**src/rtl/lane_spawner.sv**
```systemverilog
`default_nettype none
// ============================================================================
//  Module   : lane_spawner
//  Purpose  : One Frogger lane: shifting car-occupancy row fed by LFSR bits,
//             with gap/length-controlled car spawning and frog collision flag.
//  Revision : 1.0  initial release
// ============================================================================
module lane_spawner #(
    parameter int WIDTH       = 16,
    parameter int COL_W       = 4,
    parameter int PERIOD_BASE = 12500000,
    parameter int MIN_GAP     = 3,
    parameter int CAR_LEN     = 2,
    parameter int DENSITY     = 96,
    parameter int DIR         = 0
) (
    input  logic             clock,
    input  logic             reset,
    input  logic             enable,
    input  logic [15:0]      rand_in,
    input  logic [1:0]       speed_sel,
    input  logic [COL_W-1:0] frog_col,
    input  logic             frog_in_lane,
    output logic [WIDTH-1:0] row,
    output logic             hit,
    output logic             tick_out
);

    localparam int c_div_w = (4 * PERIOD_BASE > 1) ? $clog2(4 * PERIOD_BASE) : 1;
    localparam int c_lim_w = $clog2(4 * PERIOD_BASE + 1);
    localparam int c_ext_w = 2 ** COL_W;

    localparam logic [3:0] c_min_gap = 4'(MIN_GAP);
    localparam logic [3:0] c_car_len = 4'(CAR_LEN);
    localparam logic [8:0] c_density = 9'(DENSITY);

    typedef enum logic [0:0] {
        ST_GAP = 1'b0,
        ST_CAR = 1'b1
    } state_t;

    state_t               state_q, state_d;
    logic [c_div_w-1:0]   div_q, div_d;
    logic [c_lim_w-1:0]   limit_q, limit_d;
    logic [WIDTH-1:0]     row_q, row_d;
    logic [3:0]           gap_q, gap_d;
    logic [3:0]           run_q, run_d;
    logic                 hit_q, hit_d;
    logic                 tick_q, tick_d;

    logic                 w_tick;
    logic                 w_dense;
    logic                 w_ins;
    logic [c_ext_w-1:0]   w_row_ext;
    logic                 w_unused_rand;

    function automatic logic [c_lim_w-1:0] limit_for(input logic [1:0] sel);
        logic [c_lim_w-1:0] lim;
        case (sel)
            2'd0:    lim = c_lim_w'(4 * PERIOD_BASE);
            2'd1:    lim = c_lim_w'(3 * PERIOD_BASE);
            2'd2:    lim = c_lim_w'(2 * PERIOD_BASE);
            default: lim = c_lim_w'(PERIOD_BASE);
        endcase
        return lim;
    endfunction

    assign w_tick        = enable && (c_lim_w'(div_q) == (limit_q - c_lim_w'(1)));
    assign w_dense       = ({1'b0, rand_in[7:0]} < c_density);
    assign w_unused_rand = ^rand_in[15:8];
    // Zero-extend so any frog_col beyond the lane reads an empty column.
    assign w_row_ext     = c_ext_w'(row_q);

    always_comb begin
        div_d   = div_q;
        limit_d = limit_q;
        row_d   = row_q;
        state_d = state_q;
        gap_d   = gap_q;
        run_d   = run_q;
        w_ins   = 1'b0;
        tick_d  = w_tick;
        hit_d   = frog_in_lane & w_row_ext[frog_col];

        if (enable) begin
            div_d = w_tick ? '0 : div_q + c_div_w'(1);
        end

        if (w_tick) begin
            limit_d = limit_for(speed_sel);
            case (state_q)
                ST_GAP: begin
                    if ((gap_q >= c_min_gap) && w_dense) begin
                        w_ins = 1'b1;
                        run_d = 4'd1;
                        if (CAR_LEN == 1) begin
                            gap_d = 4'd0;
                        end else begin
                            state_d = ST_CAR;
                        end
                    end else if (gap_q != 4'hF) begin
                        gap_d = gap_q + 4'd1;
                    end
                end
                ST_CAR: begin
                    w_ins = 1'b1;
                    run_d = run_q + 4'd1;
                    if ((run_q + 4'd1) == c_car_len) begin
                        state_d = ST_GAP;
                        gap_d   = 4'd0;
                    end
                end
                default: state_d = ST_GAP;
            endcase

            if (DIR == 0) begin
                row_d = {w_ins, row_q[WIDTH-1:1]};
            end else begin
                row_d = {row_q[WIDTH-2:0], w_ins};
            end
        end
    end

    always_ff @(posedge clock) begin
        if (reset) begin
            state_q <= ST_GAP;
            div_q   <= '0;
            limit_q <= limit_for(speed_sel);
            row_q   <= '0;
            gap_q   <= 4'd0;
            run_q   <= 4'd0;
            hit_q   <= 1'b0;
            tick_q  <= 1'b0;
        end else begin
            state_q <= state_d;
            div_q   <= div_d;
            limit_q <= limit_d;
            row_q   <= row_d;
            gap_q   <= gap_d;
            run_q   <= run_d;
            hit_q   <= hit_d;
            tick_q  <= tick_d;
        end
    end

    assign row      = row_q;
    assign hit      = hit_q;
    assign tick_out = tick_q;

endmodule
`default_nettype wire

```
**config.mk**
```make
export PLATFORM = sky130hd
export DESIGN_NAME = lane_spawner
export DESIGN_NICKNAME = d
export VERILOG_FILES = /design/src/rtl/lane_spawner.sv
export SDC_FILE = /design/constraint.sdc
export NUM_CORES = 1
export LEC_CHECK = 0
export ABC_AREA = 0
export CAP_MARGIN = 40
export CORE_ASPECT_RATIO = 1.25
export CORE_MARGIN = 4
export CORE_UTILIZATION = 30
export CTS_CLUSTER_SIZE = 10
export DETAILED_ROUTE_END_ITERATION = 7
export HOLD_SLACK_MARGIN = 0.15
export SLEW_MARGIN = 30
export SYNTH_ARGS = -nofsm -noshare
export SYNTH_HDL_FRONTEND = slang
export SYNTH_SLANG_ARGS = --single-unit
```
**constraint.sdc**
```tcl
create_clock -name clock -period 3.57 [get_ports clock]
set_input_delay 0.5355 -clock clock [delete_from_list [all_inputs] [get_ports clock]]
set_output_delay 0.5355 -clock clock [all_outputs]
set_load 0.01 [all_outputs]
```
==> qor.yml <==
status:
  run_status: "finished, final reports clean"
clocking:
  h-tree-depth: 3
  cts_sinks: 62
  postCtsSetupBuffers: 0
  cts_buffers: 9
  clockBufferDepth: 2
  ctsHoldBuffers: 0
  cts.clk_slew.worst_paths_ps: 50
  cts_tree: "built"
  clockRootBuffer: "clkbuf_16"
  insertion_delay_ps: 320
  cts_resized: 0
timing:
  fin_tns_setup_ps: 0
  hold_viol: 0
  max_slew_margin_pct: 61.6
  period_share_pct: 81.0
  slew_viol_final: 0
  period_minus_slack_ps: 2890
  fmax_ghz: 0.346
  worst_pin_slew_ps: 572
  hold_ws_ps: 493
  clock_skew_ps: 5.22
  setup_viol: 0
  rsz0062_at_grt: "false"
power_and_ir_drop:
  leakagePower_uw: 0.00139
  powerDensity_nw_per_um2: 455
  irDropWorstVdd_mv: 0.178
floorplanning:
  fp.coreArea_um2: 9760
  die_area_um2: 11900
  io_pins: 44
  start_util_pct: 31.2
  dieHeight_um: 121
  std_cell_rows: 40
  die_x_um: 98.2
global_routing:
  grt_usage_pct: 11.1
  antenna_found_initial: 0
  grt_start_max_net_pins: 34
  grt_pass1_vias: 2311
  grt_pass1_wl_um: 10700
  globalRouteOverflowTotal: 0
layout:
  finalCoreUtilization_pct: 39.2
  synthToLayoutAreaGrowth_pct: 25.6
  stdcell_count: 485
  num_antenna_cells: 0
  nets: 391
  drive_gt1_share_pct: 8.36
placement:
  gp_congestion: 0.793
  numPlacedInstances: 469
  io_buffers: 30
  hpwl_um: 4320
drt:
  route.detailed.drc: 0
  vias_per_cell: 4.76
  detail_route.first_pass.iterations: 4
  wl_per_cell_um: 12.5
  drtIter0Drc: 60
  wl_um: 6080
  vias: 2311
  ant_nets: 0
synthesis:
  postSynthCellCount: 318
  synth_ff_type: "dfxtp_1"
  syn_area_per_cell_um2: 9.59
  netlist-cell-type-count: 47
  yosysSeqAreaShare_pct: 43.7
  netlist_area_um2: 3050
  async_flop_share_pct: 0
  syn_nets: 355
  ys_seq_elements: 62
  yosys_warnings: 0
  synth_edf_count: 9
worst_setup_path:
  max_stage_delay_ps: 650
  critPathKind: "reg2reg"
  startpoint: "limit_q[6]$_DFFE_PP_"
  rr_worst_depth: 9
  crit_top_cell: "ha_1"
  worstPathArrival_ps: 2910
  endpoint_kind: "flop"
  r2r-start: "limit_q[6]$_DFFE_PP_"
  cp_cell_sequence: "inv_1, ha_1, ha_1, xor2_1, and4_1, nand3_1, or4b_1, nand2_1, buf_12"
  r2r_end: "limit_q[10]$_DFFE_PP_"
  cp_max_fo: 33
  worstPathRequired_ps: 3590
  rrSetupSlack_ps: 680
  critPathLaunchType: "flop"
  crit_path_top_delay_cell: "or4b_1"
min_path:
  holdPathStages: 2
  hold_class: "reg2reg"
  holdCritStartpoint: "gap_q[3]$_SDFFE_PP0P_"
  holdPathEnd: "gap_q[3]$_SDFFE_PP0P_"
run:
  max-cap-violations: 0
[cells in the final DEF (no fill, tap or decap), types with 2 or more instances in the layout]
cell type | synthesis | final
mux2i_1 | 18 | 18
o21ai_1 | 2 | 2
nor2_1 | 55 | 55
nor2b_1 | 3 | 3
or3_1 | 2 | 2
xnor2_1 | 16 | 16
nand2_1 | 17 | 17
nand2b_1 | 7 | 7
nand3_1 | 14 | 14
or2_2 | 2 | 2
xor2_1 | 16 | 16
mux4_2 | 5 | 5
nand4_1 | 6 | 6
buf_4 | 2 | 4
nand3b_1 | 2 | 2
a21oi_1 | 6 | 6
nor4_1 | 3 | 3
bufinv_16 | 0 | 2
and4_1 | 6 | 6
edfxtp_1 | 9 | 9
and3_1 | 6 | 6
a32o_1 | 3 | 3
ha_1 | 11 | 11
clkbuf_16 | 0 | 9
dfxtp_1 | 53 | 53
clkdlybuf4s50_1 | 0 | 30
inv_1 | 15 | 15
nor3_1 | 9 | 9
a31oi_1 | 3 | 3
[per-layer routing]
| metal | GRT usage [%] | share of wire [%] | up-vias |
|---|---|---|---|
| li1 | - | - | 1185 |
| met3 | 3.00 | 4.5 | 9 |
| met4 | 4.87 | 1.8 | 0 |
| met5 | 0 | 0 | - |
| met1 | 12.3 | 43 | 1075 |
| met2 | 19.8 | 51 | 42 |
[power by group]
group | switching [uW] | internal [uW] | total (uW)
clock network | 317 | 613 | 930
registers | 10.1 | 722 | 732
logic | 40.9 | 39.5 | 80.4
total | 368 | 1370 | 1740
[sequential cells by signal, indices dropped and copies added (netlist names)]
name	cells
tick_out	1
limit_q	9
gap_q	4
div_q	26
run_q	4
state_q	1
hit	1
row	16
[worst max-delay path by stage]
stage                                  to  slack, ps  cells past startpoint
floorplan           limit_q[10]$_DFFE_PP_        840                      9
global placement      row[3]$_SDFFE_PP0P_        430                      8
detailed placement    row[4]$_SDFFE_PP0P_        410                      8
CTS                 limit_q[23]$_DFFE_PP_        670                      9
global route        limit_q[10]$_DFFE_PP_        560                      9
finish              limit_q[10]$_DFFE_PP_        680                      9
[critical path, delay by kind of cell (launching register included)]
family | cells | cell delay (ps)
xor gates and xnor gates | 1 | 210
adders and majority gates | 2 | 530
buffers and inverters | 2 | 270
DFF | 1 | 440
and+or+nand+nor | 4 | 1120
[metrics by stage]
| step | power, uW | instance area [um2] | setup slack (ps) |
|---|---|---|---|
| 4_1_cts | 1770 | 3830 | 666 |
| 3_3_place_gp | 827 | 3510 | 426 |
| 3_5_place_dp | 829 | 3510 | 415 |
| 5_1_grt | 1810 | 3830 | 558 |
| 2_1_floorplan | 795 | 3050 | 838 |
| 6_report | 1740 | 3830 | 677 |
[cells by family (layout without fill, tap and decap cells)]
group	Yosys count	after routing	share of synthesized area, %
flip-flops	62	62	43.7
AND/OR/NAND/NOR	139	139	23.0
XOR/XNOR	33	33	9.97
AO/OA/AOI/OAI	23	23	5.29
adder cells (fa/ha/maj)	11	11	4.51
multiplexers	24	24	9.97
buffers and inverters	26	67	3.57
[synthesized netlist by cell type (3+ instances only)]
| cell type | count | area (um2) |
|---|---|---|
| mux2i_1 | 18 | 180 |
| and3_1 | 6 | 37.5 |
| and4_1 | 6 | 52.6 |
| clkbuf_1 | 5 | 18.8 |
| dfxtp_1 | 53 | 1060 |
| nand2b_1 | 7 | 43.8 |
| a32o_1 | 3 | 30.0 |
| nor4_1 | 3 | 18.8 |
| nand4_1 | 6 | 37.5 |
| nor3_1 | 9 | 45.0 |
| xnor2_1 | 16 | 140 |
| inv_1 | 15 | 56.3 |
| buf_2 | 3 | 15.0 |
| nor2b_1 | 3 | 18.8 |
| a31oi_1 | 3 | 18.8 |
| ha_1 | 11 | 138 |
| a21oi_1 | 6 | 30.0 |
| nand2_1 | 17 | 63.8 |
| xor2_1 | 16 | 140 |
| nor2_1 | 55 | 206 |
| mux4_2 | 5 | 113 |
| edfxtp_1 | 9 | 270 |
| nand3_1 | 14 | 70.1 |
[final cells by class]
class                           count  area, um2
Tap cell                          126        158
Timing Repair Buffer               35        350
Inverter                           16       60.1
Clock buffer                        9        225
Clock inverter                      7       96.3
Sequential cell                    62       1330
Multi-Input combinational cell    230       1610
Fill cell                         988       5930
No activity file was read; power rests on OpenSTA's default activity.
